$ cat src/rtl/uart_pkg.sv
// uart_pkg: shared types and helpers for the UART transmit path.
//   tx_state_t    : transmitter FSM states (PARITY is only reached when the
//                   UART_TX_PARITY_EN build option is defined).
//   DEFAULT_*     : board clock and line-rate defaults.
//   clks_per_bit  : clock cycles per serial bit, truncating division.
package uart_pkg;

  typedef enum logic [2:0] {
    IDLE   = 3'd0,
    START  = 3'd1,
    DATA   = 3'd2,
    PARITY = 3'd3,
    STOP   = 3'd4
  } tx_state_t;

  localparam int DEFAULT_CLK_FREQ_HZ = 23_000_000;
  localparam int DEFAULT_BAUD        = 115_200;

  function automatic int clks_per_bit(input int freq, input int baud);
    return freq / baud;
  endfunction

endpackage

$ cat src/rtl/sync_fifo.sv
// sync_fifo: single-clock FIFO with a registered head-of-queue output.
//   clk, rst  : clock and synchronous active-high reset (pointers, count,
//               overflow; the storage array itself is not reset).
//   wr_en     : push request; accepted only when full=0 at the same edge.
//   wr_data   : byte to push.
//   rd_en     : pop request; ignored when empty.
//   rd_data   : current head entry, valid whenever empty=0.
//   full      : DEPTH entries held.  empty : no entries held.
//   count     : occupancy, 0..DEPTH.
//   overflow  : sticky, set by a push attempted while full.
// DEPTH must be a power of two so the pointers wrap naturally.
module sync_fifo #(
  parameter int WIDTH = 8,
  parameter int DEPTH = 16
) (
  input  logic                   clk,
  input  logic                   rst,
  input  logic                   wr_en,
  input  logic [WIDTH-1:0]       wr_data,
  input  logic                   rd_en,
  output logic [WIDTH-1:0]       rd_data,
  output logic                   full,
  output logic                   empty,
  output logic [$clog2(DEPTH):0] count,
  output logic                   overflow
);

  localparam int AW = $clog2(DEPTH);
  localparam logic [AW:0] DEPTH_CNT = (AW+1)'(DEPTH);

  logic [WIDTH-1:0] mem [DEPTH];
  logic [AW-1:0]    wr_ptr_reg;
  logic [AW-1:0]    rd_ptr_reg;
  logic [AW-1:0]    rd_ptr_next;
  logic [AW:0]      count_reg;
  logic [WIDTH-1:0] head_reg;
  logic             overflow_reg;
  logic             push;
  logic             pop;

  assign full        = (count_reg == DEPTH_CNT);
  assign empty       = (count_reg == '0);
  // full is judged on the pre-edge occupancy, so a push while full is
  // dropped even if a pop frees a slot on the same edge.
  assign push        = wr_en && !full;
  assign pop         = rd_en && !empty;
  assign rd_ptr_next = pop ? rd_ptr_reg + AW'(1) : rd_ptr_reg;

  // Storage plus registered head. The head register always tracks the
  // entry the read pointer will point at after this edge; when that entry
  // is the one being written right now (FIFO empty, or about to become
  // empty), the incoming byte is forwarded instead of the stale array word.
  always_ff @(posedge clk) begin
    if (push) begin
      mem[wr_ptr_reg] <= wr_data;
    end
    if (push && (wr_ptr_reg == rd_ptr_next)) begin
      head_reg <= wr_data;
    end else begin
      head_reg <= mem[rd_ptr_next];
    end
  end

  always_ff @(posedge clk) begin
    if (rst) begin
      wr_ptr_reg   <= '0;
      rd_ptr_reg   <= '0;
      count_reg    <= '0;
      overflow_reg <= 1'b0;
    end else begin
      if (push) begin
        wr_ptr_reg <= wr_ptr_reg + AW'(1);
      end
      rd_ptr_reg <= rd_ptr_next;
      case ({push, pop})
        2'b10:   count_reg <= count_reg + (AW+1)'(1);
        2'b01:   count_reg <= count_reg - (AW+1)'(1);
        default: count_reg <= count_reg;
      endcase
      if (wr_en && full) begin
        overflow_reg <= 1'b1;
      end
    end
  end

  assign rd_data  = head_reg;
  assign count    = count_reg;
  assign overflow = overflow_reg;

endmodule

$ cat src/rtl/uart_tx_fifo.sv
// uart_tx_fifo: memory-mapped UART transmitter with a byte FIFO.
//   clk       : CPU clock, all logic on its rising edge.
//   rst       : synchronous active-high reset; aborts any frame in flight
//               and discards queued bytes.
//   wr_en     : push request from the IO decode, one byte per cycle.
//   wr_data   : byte to push.
//   full      : FIFO holds FIFO_DEPTH entries.
//   empty     : FIFO holds no entries.
//   count     : FIFO occupancy.
//   busy      : a frame is on the line.
//   overflow  : sticky, set by a push while full; cleared only by rst.
//   tx        : serial line, idle high, frames 8N1 LSB first.
// Build option: define UART_TX_PARITY_EN to insert an even-parity bit
// between the data bits and the stop bit (8E1 frames).
module uart_tx_fifo
  import uart_pkg::*;
#(
  parameter int CLK_FREQ_HZ = DEFAULT_CLK_FREQ_HZ,
  parameter int BAUD        = DEFAULT_BAUD,
  parameter int FIFO_DEPTH  = 16
) (
  input  logic                        clk,
  input  logic                        rst,
  input  logic                        wr_en,
  input  logic [7:0]                  wr_data,
  output logic                        full,
  output logic                        empty,
  output logic [$clog2(FIFO_DEPTH):0] count,
  output logic                        busy,
  output logic                        overflow,
  output logic                        tx
);

  localparam int CLKS_PER_BIT = clks_per_bit(CLK_FREQ_HZ, BAUD);
  localparam int CNT_W        = (CLKS_PER_BIT < 2) ? 1 : $clog2(CLKS_PER_BIT);

  if (CLKS_PER_BIT < 2) begin : g_bad_baud
    $error("uart_tx_fifo: CLK_FREQ_HZ / BAUD must be at least 2");
  end
  if ((FIFO_DEPTH < 2) || ((FIFO_DEPTH & (FIFO_DEPTH - 1)) != 0)) begin : g_bad_depth
    $error("uart_tx_fifo: FIFO_DEPTH must be a power of two, at least 2");
  end

  tx_state_t        state_reg, state_next;
  logic [CNT_W-1:0] baud_cnt_reg, baud_cnt_next;
  logic [2:0]       bit_idx_reg, bit_idx_next;
  logic [7:0]       shift_reg, shift_next;
  logic             tx_reg, tx_next;
  logic             busy_reg, busy_next;
  logic             pop;
  logic             bit_done;
  logic [7:0]       fifo_rd_data;

  sync_fifo #(
    .WIDTH (8),
    .DEPTH (FIFO_DEPTH)
  ) u_fifo (
    .clk      (clk),
    .rst      (rst),
    .wr_en    (wr_en),
    .wr_data  (wr_data),
    .rd_en    (pop),
    .rd_data  (fifo_rd_data),
    .full     (full),
    .empty    (empty),
    .count    (count),
    .overflow (overflow)
  );

  assign bit_done = (baud_cnt_reg == CNT_W'(CLKS_PER_BIT - 1));

  always_comb begin
    state_next    = state_reg;
    baud_cnt_next = baud_cnt_reg + CNT_W'(1);
    bit_idx_next  = bit_idx_reg;
    shift_next    = shift_reg;
    pop           = 1'b0;

    // Every transition clears the baud counter so each bit period is
    // measured from its own state entry and no error accumulates.
    case (state_reg)
      IDLE: begin
        baud_cnt_next = '0;
        if (!empty) begin
          pop        = 1'b1;
          shift_next = fifo_rd_data;
          state_next = START;
        end
      end
      START: begin
        if (bit_done) begin
          baud_cnt_next = '0;
          bit_idx_next  = '0;
          state_next    = DATA;
        end
      end
      DATA: begin
        if (bit_done) begin
          baud_cnt_next = '0;
          if (bit_idx_reg == 3'd7) begin
`ifdef UART_TX_PARITY_EN
            state_next = PARITY;
`else
            state_next = STOP;
`endif
          end else begin
            bit_idx_next = bit_idx_reg + 3'd1;
          end
        end
      end
`ifdef UART_TX_PARITY_EN
      PARITY: begin
        if (bit_done) begin
          baud_cnt_next = '0;
          state_next    = STOP;
        end
      end
`endif
      STOP: begin
        if (bit_done) begin
          baud_cnt_next = '0;
          // Chain straight into the next start bit when more data waits.
          if (!empty) begin
            pop        = 1'b1;
            shift_next = fifo_rd_data;
            state_next = START;
          end else begin
            state_next = IDLE;
          end
        end
      end
      default: begin
        baud_cnt_next = '0;
        state_next    = IDLE;
      end
    endcase

    // tx and busy are registered from the next state so the pin never
    // glitches on decode of the state vector.
    busy_next = (state_next != IDLE);
    tx_next   = 1'b1;
    case (state_next)
      START:   tx_next = 1'b0;
      DATA:    tx_next = shift_next[bit_idx_next];
      PARITY:  tx_next = ^shift_next;
      default: tx_next = 1'b1;
    endcase
  end

  always_ff @(posedge clk) begin
    if (rst) begin
      state_reg    <= IDLE;
      baud_cnt_reg <= '0;
      bit_idx_reg  <= '0;
      shift_reg    <= '0;
      tx_reg       <= 1'b1;
      busy_reg     <= 1'b0;
    end else begin
      state_reg    <= state_next;
      baud_cnt_reg <= baud_cnt_next;
      bit_idx_reg  <= bit_idx_next;
      shift_reg    <= shift_next;
      tx_reg       <= tx_next;
      busy_reg     <= busy_next;
    end
  end

  assign tx   = tx_reg;
  assign busy = busy_reg;

endmodule
$ cat config.mk
export PLATFORM = sky130hd
export DESIGN_NAME = uart_tx_fifo
export DESIGN_NICKNAME = d
export VERILOG_FILES = /design/src/rtl/uart_pkg.sv /design/src/rtl/sync_fifo.sv /design/src/rtl/uart_tx_fifo.sv
export SDC_FILE = /design/constraint.sdc
export NUM_CORES = 1
export LEC_CHECK = 0
export ABC_CLOCK_PERIOD_IN_PS = 8300
export BUFFER_PORTS_ARGS = -buffer_cell sky130_fd_sc_hd__buf_4
export CAP_MARGIN = 40
export CORE_MARGIN = 8
export CORE_UTILIZATION = 60
export DETAILED_ROUTE_END_ITERATION = 10
export PLACE_DENSITY = 0.81
export SETUP_SLACK_MARGIN = 0.5
export SYNTH_ARGS = -nofsm -noshare
export SYNTH_HDL_FRONTEND = slang
export SYNTH_SLANG_ARGS = --single-unit
$ cat constraint.sdc
create_clock -name clk -period 8.3 [get_ports clk]
set_input_delay 2.075 -clock clk [delete_from_list [all_inputs] [get_ports clk]]
set_output_delay 2.075 -clock clk [all_outputs]
set_load 0.03 [all_outputs]
# == Yosys cells after proc, flatten, opt, wreduce, memory -nomap -nowiden ==
# Memories as Yosys holds them, arrays and structs flattened. A register that Yosys moved wholly into a read port is not among the register bits.
# Index checks and enable logic that the tools add are counted.
# op_classes
add_sub_neg,6
multipliers,0
n_div,0
magnitude_cmp,1
n_eq_ne,11
n_shift,0
n_mux,24
bitwise,1
n_reduce_logical,12
# op_table
cell,count
$mux W3,8
$mux W8,2
$pmux W8 S2,1
$pmux W3 S4,1
$pmux W5 S2,1
$eq A3 B2 Y1 const B,3
$add A4 B1 Y4 const B,2
$add A8 B1 Y8 const B,1
$eq A8 B8 Y1 const B,1
$reduce_xor A8 Y1,1
$eq A3 B1 Y1 const B,2
$eq A3 B3 Y1 const B,2
$mux W1,6
$pmux W3 S2,1
$reduce_or A3 Y1,2
$add A5 B1 Y5 const B,1
$eq A5 B5 Y1 const B,1
$logic_not A5 Y1,1
$sub A5 B1 Y5 const B,1
$lt A3 B4 Y1 const B,1
$mux W4,1
$add A3 B1 Y3 const B,1
$bmux W1 S3,1
$logic_and A1 B1 Y1,3
other kinds (9),10
# totals
reg_bits,38
latch_bits,0
ram_bits,128
romBits,0
in_bits,11
output_inout_bits,10
memories,1
# memory_table
memory,words,width,read_ports,rd_clocked_by_memory_dff,write_ports,line_no,source
u_fifo.mem,16,8,1,1,1,sync_fifo.sv:31,logic [WIDTH-1:0] mem [DEPTH];

# == Longest topological paths before layout ==
# logic_depth
depth_word,7
mapped_depth,16
depth_no_buf,14

# == Cells and area by module ==
# From an unflattened synthesis, not the netlist that was laid out.
# unflattened
hier_cells,456
area_unflattened_um2,7114.3
# by_module_without_submodules
mod,instances,cells_per_inst,area_per_inst_um2
sync_fifo,1,326,5849.4
uart_tx_fifo,1,130,1265.0

# == Least setup slack after synthesis ==
# OpenSTA, ideal clock, no wires.
# synth_timing
path_kind,input port to flip-flop
start,input port wr_en
end,"register u_fifo.count_reg[4], in the netlist u_fifo.count[4]"
arrival_ns,4.300
t_required_ns,8.229
slack_ns,3.929
cell_stages,13
path_cell_list,and2_1 clkbuf_1 inv_1 ha_1 clkbuf_1 xor2_1 ha_1 o21a_1 o22a_1 a21oi_1 xor2_1 or3_1 a21oi_1
# synth_between
elab_chain_cells,3
elab_cells_between_ends,5
# synth_lines
element,line_no,source
from (decl),uart_tx_fifo.sv:24,"input logic wr_en,"
$logic_and A1 B1 Y1 *,sync_fifo.sv:45,assign push = wr_en && !full;
$eq A2 B1 Y1 or $eq A2 B2 Y1 (tied branches),sync_fifo.sv:75,"case ({push, pop})"
$pmux W5 S2 or $reduce_bool A2 Y1 (tied branches),--,
to (signal assigned),sync_fifo.sv:76,2'b10: count_reg <= count_reg + (AW+1)'(1);
to (signal assigned),sync_fifo.sv:77,2'b01: count_reg <= count_reg - (AW+1)'(1);
to (signal assigned),sync_fifo.sv:78,default: count_reg <= count_reg;
to (decl),sync_fifo.sv:35,logic [AW:0] count_reg;
# Mark *: on every way between the ends. The rest lies on a longest branch, timed or not.
# A chain may end at the register's enable or synchronous reset.

# == Final worst setup path ==
# Ends and elaborated chain as after synthesis.

==> flow_summary.toml <==
[setup_path]
crit_required_ns = 8.65
critPathBufInv = 2
worstPathCellList = "buf_4 > and2_1 > inv_1 > ha_1 > xor2_1 > ha_1 > o21a_1 > o22a_1 > a21oi_1 > xor2_1 > or3_1 > a21oi_1"
regToRegSetupSlack_ns = 4.59
crit_path_max_fanout = 9
crit_path_end_kind = "flop"
regToRegEndpoint = "u_fifo.count[4]"
critPathCapture = "u_fifo.count[4]"
critical_path.startpoint = "wr_en"
criticalPathCategory = "in -> reg"
crit_path_max_incr_delay_ns = 0.34
slowest_stage = "sky130_fd_sc_hd__ha_1"
cp_num_cells = 12
timing.critical_path.from_type = "primary input"
timing.reg2reg.worst_path_depth = 14
worst_r2r_startpoint = "baud_cnt_reg[0]"
arrival_ns = 4.47
path_delay_family = "compound AO/OA/AOI/OAI gates"

[yosys]
ys_types = 60
synth-edff-count = 128
netlist_instances = 446
post-synth-top-count-cell = "sky130_fd_sc_hd__edfxtp_1"
synth_nets = 469
synth.avg_cell_area_um2 = 15.94
ys_async_sr_fraction_pct = 0
ys_seq_elements = 170
yosys-top-cells-area = "sky130_fd_sc_hd__edfxtp_1 (54%), sky130_fd_sc_hd__dfxtp_1 (12%), sky130_fd_sc_hd__mux4_2 (7.3%)"
syn-cell-area_um2 = 7109
synth.yosys.warnings = 0
yosys-top-cells-count = "sky130_fd_sc_hd__edfxtp_1 (128), sky130_fd_sc_hd__nor2_1 (43), sky130_fd_sc_hd__dfxtp_1 (42)"
netlist.area_leader.share_pct = 54.07
synthFlopType = "sky130_fd_sc_hd__edfxtp_1"
ys_seq_area_share_pct = 65.89
netlist.top_cell.by_area = "sky130_fd_sc_hd__edfxtp_1"

[layout]
antenna_cells = 0
largest_register_ffs = 128
synthToLayoutAreaGrowth_pct = 13.73
fin_nets = 507
layout_cells_sized_above_1_pct = 22.78

[route]
postRouteAntennaNets = 0
avgViaCountPerCell = 6.279
1st_iter_drt_viols = 289
route.detailed.wl_per_inst_um = 22.48
dr.pass1.iters = 5
drt_wl_total_um = 14370
post-route-drc-count = 0
routed-via-count = 4012

[placement]
gp_congestion = 0.8053
pre_cts_ws_ns = 3.789
port-buffer-count = 20
hpwlAfterDp_um = 9024

[global_routing]
grt_start_max_net_pins = 32
first_pass_grt_wire_length_um = 22180
grt_overflow = 0
grt_antenna_before_repair = 0
vias_in_the_first_global_route = 4035
grt_usage_pct = 18.95

[clock_tree]
cts_sinks = 170
cts_buffers = 17
max-clock-path-buffers = 2
cts_hold_buffers = 0
clockRootBuffer = "sky130_fd_sc_hd__clkbuf_16"
post_cts.repair.setup_buffers = 0
h_tree_depth_reported_by_cts = 4
clock_insertion_delay_worst_skew_ns = 0.43
clk_pin_slew_ns = 0.06
cts_resized = 0
tritoncts_clock_tree = "done"

[timing]
worst_pin_slew_ns = 0.9418
fin_skew_ns = 0.01742
finalCriticalPeriod_ns = 4.118
layout_setup_ws_ns = 4.182
slew_violations = 0
worst_rel_slew_slack_pct = 37.13
endpoints_failing_hold = 0
totalNegativeSetupSlack_ns = 0
setup-violations-final = 0
grt_setup_unrepaired = "false"
achievable-frequency_ghz = 0.2428
min_period_over_period_pct = 49.62

[power_and_ir_drop]
cellPowerDensity_nw_per_um2 = 301.8
cellLeakagePower_uw = 0.002799
share_comb_of_total_power_pct = 25.6
irDropWorstVdd_uv = 201.2
power.switching_uw = 719.6
power.sequential.fraction_pct = 42.1
power_frac_clock_pct = 32.3
power.share.switching_pct = 29.49
cellInternalPower_uw = 1721

[run_status]
status = "finished clean"

[hold_path]
hp-class = "reg -> reg"

[die]
row_count = 39
standard_cell_core_area_um2 = 11520
die-area_um2 = 15590
die_height_um = 124.9
floorplan.die.width_um = 124.9
start_util_pct = 61.73
io_pins = 21

[run]
maxCapViolCount = 0
tightest hold or removal path: cells and delay by family (launching register included):
family / cells / cell delay, ns
AO/OA/AOI/OAI: 1 / 0.04
flip-flops: 1 / 0.33
AND/OR/NAND/NOR: 1 / 0.07
kinds of logic (layout without fill, tap and decap cells):
| kind of cell | after synthesis | count (layout) | synth area share (%) |
|---|---|---|---|
| DFF | 170 | 170 | 65.89 |
| and+or+nand+nor | 110 | 110 | 8.061 |
| muxes | 56 | 56 | 14.34 |
| AOI/OAI and AO/OA | 50 | 50 | 5.403 |
| buffers and inverters | 31 | 81 | 2.094 |
| xor gates and xnor gates | 17 | 17 | 2.094 |
| adders and majority gates | 12 | 12 | 2.112 |
worst min-delay path by stage:
stage,from,end,slack (ns),depth (start not counted)
after floorplan,u_fifo.rd_ptr_reg[3],flop,0.43,1
after global placement,baud_cnt_reg[0],baud_cnt_reg[0],0.45,1
after detailed placement,u_fifo.rd_ptr_reg[3],flop,0.46,1
after CTS,u_fifo.rd_ptr_reg[3],flop,0.49,1
after global routing,u_fifo.rd_ptr_reg[3],flop,0.50,1
final,u_fifo.overflow,u_fifo.overflow,0.48,2
metrics by stage:
step / power (uW) / hold slack [ns] / cells / instance area, um^2 / utilization, %
floorplan: 1527 / 0.4256 / 446 / 7109 / -
global placement: 1645 / 0.4532 / 594 / 7372 / 64.02
detailed placement: 1667 / 0.4576 / 608 / 7498 / 65.11
CTS: 2457 / 0.4853 / 639 / 8085 / 70.21
global route: 2548 / 0.5013 / 639 / 8085 / 70.21
finish: 2440 / 0.4808 / 639 / 8085 / 70.21
layout by cell type (no fill, tap or decap), drive strengths merged, types with 3 or more instances in the layout:
cell / instances
a211oi: 4
ha: 12
nand2: 15
xnor2: 6
edfxtp: 128
nand3b: 4
dfxtp: 42
nor2: 44
and2: 6
o21ai: 8
inv: 16
buf: 40
xor2: 11
nor3: 6
a21oi: 11
o22ai: 4
clkbuf: 18
nand4: 3
clkinv: 3
nor2b: 3
mux2i: 16
mux2: 7
mux4: 33
nand3: 8
nand2b: 7
area by class of cell:
cell class                      instances  area, um^2
Sequential cell                       170        4684
Tap cell                              143       178.9
Inverter                               10       37.54
Multi-Input combinational cell        245        2276
Fill cell                             721        3431
Timing Repair Buffer                   40       321.6
Clock buffer                           18       429.2
Clock inverter                         13       157.7
layer usage:
layer	wire length [um]	GRT usage (%)	up-vias
met4	349	8.739	0
met5	0	0	-
met2	7570	33.70	140
met3	787	4.195	23
li1	-	-	1805
met1	5659	21.28	2044
power by group through the flow:
stage / Clock, uW / Sequential [uW] / Combinational (uW)
finish: 788 / 1030 / 625
detailed placement: 0 / 1050 / 621
floorplan: 0 / 1060 / 468
global route: 833 / 1040 / 679
CTS: 798 / 1030 / 631
global placement: 0 / 1040 / 600
(Power assumes the default switching activity.)
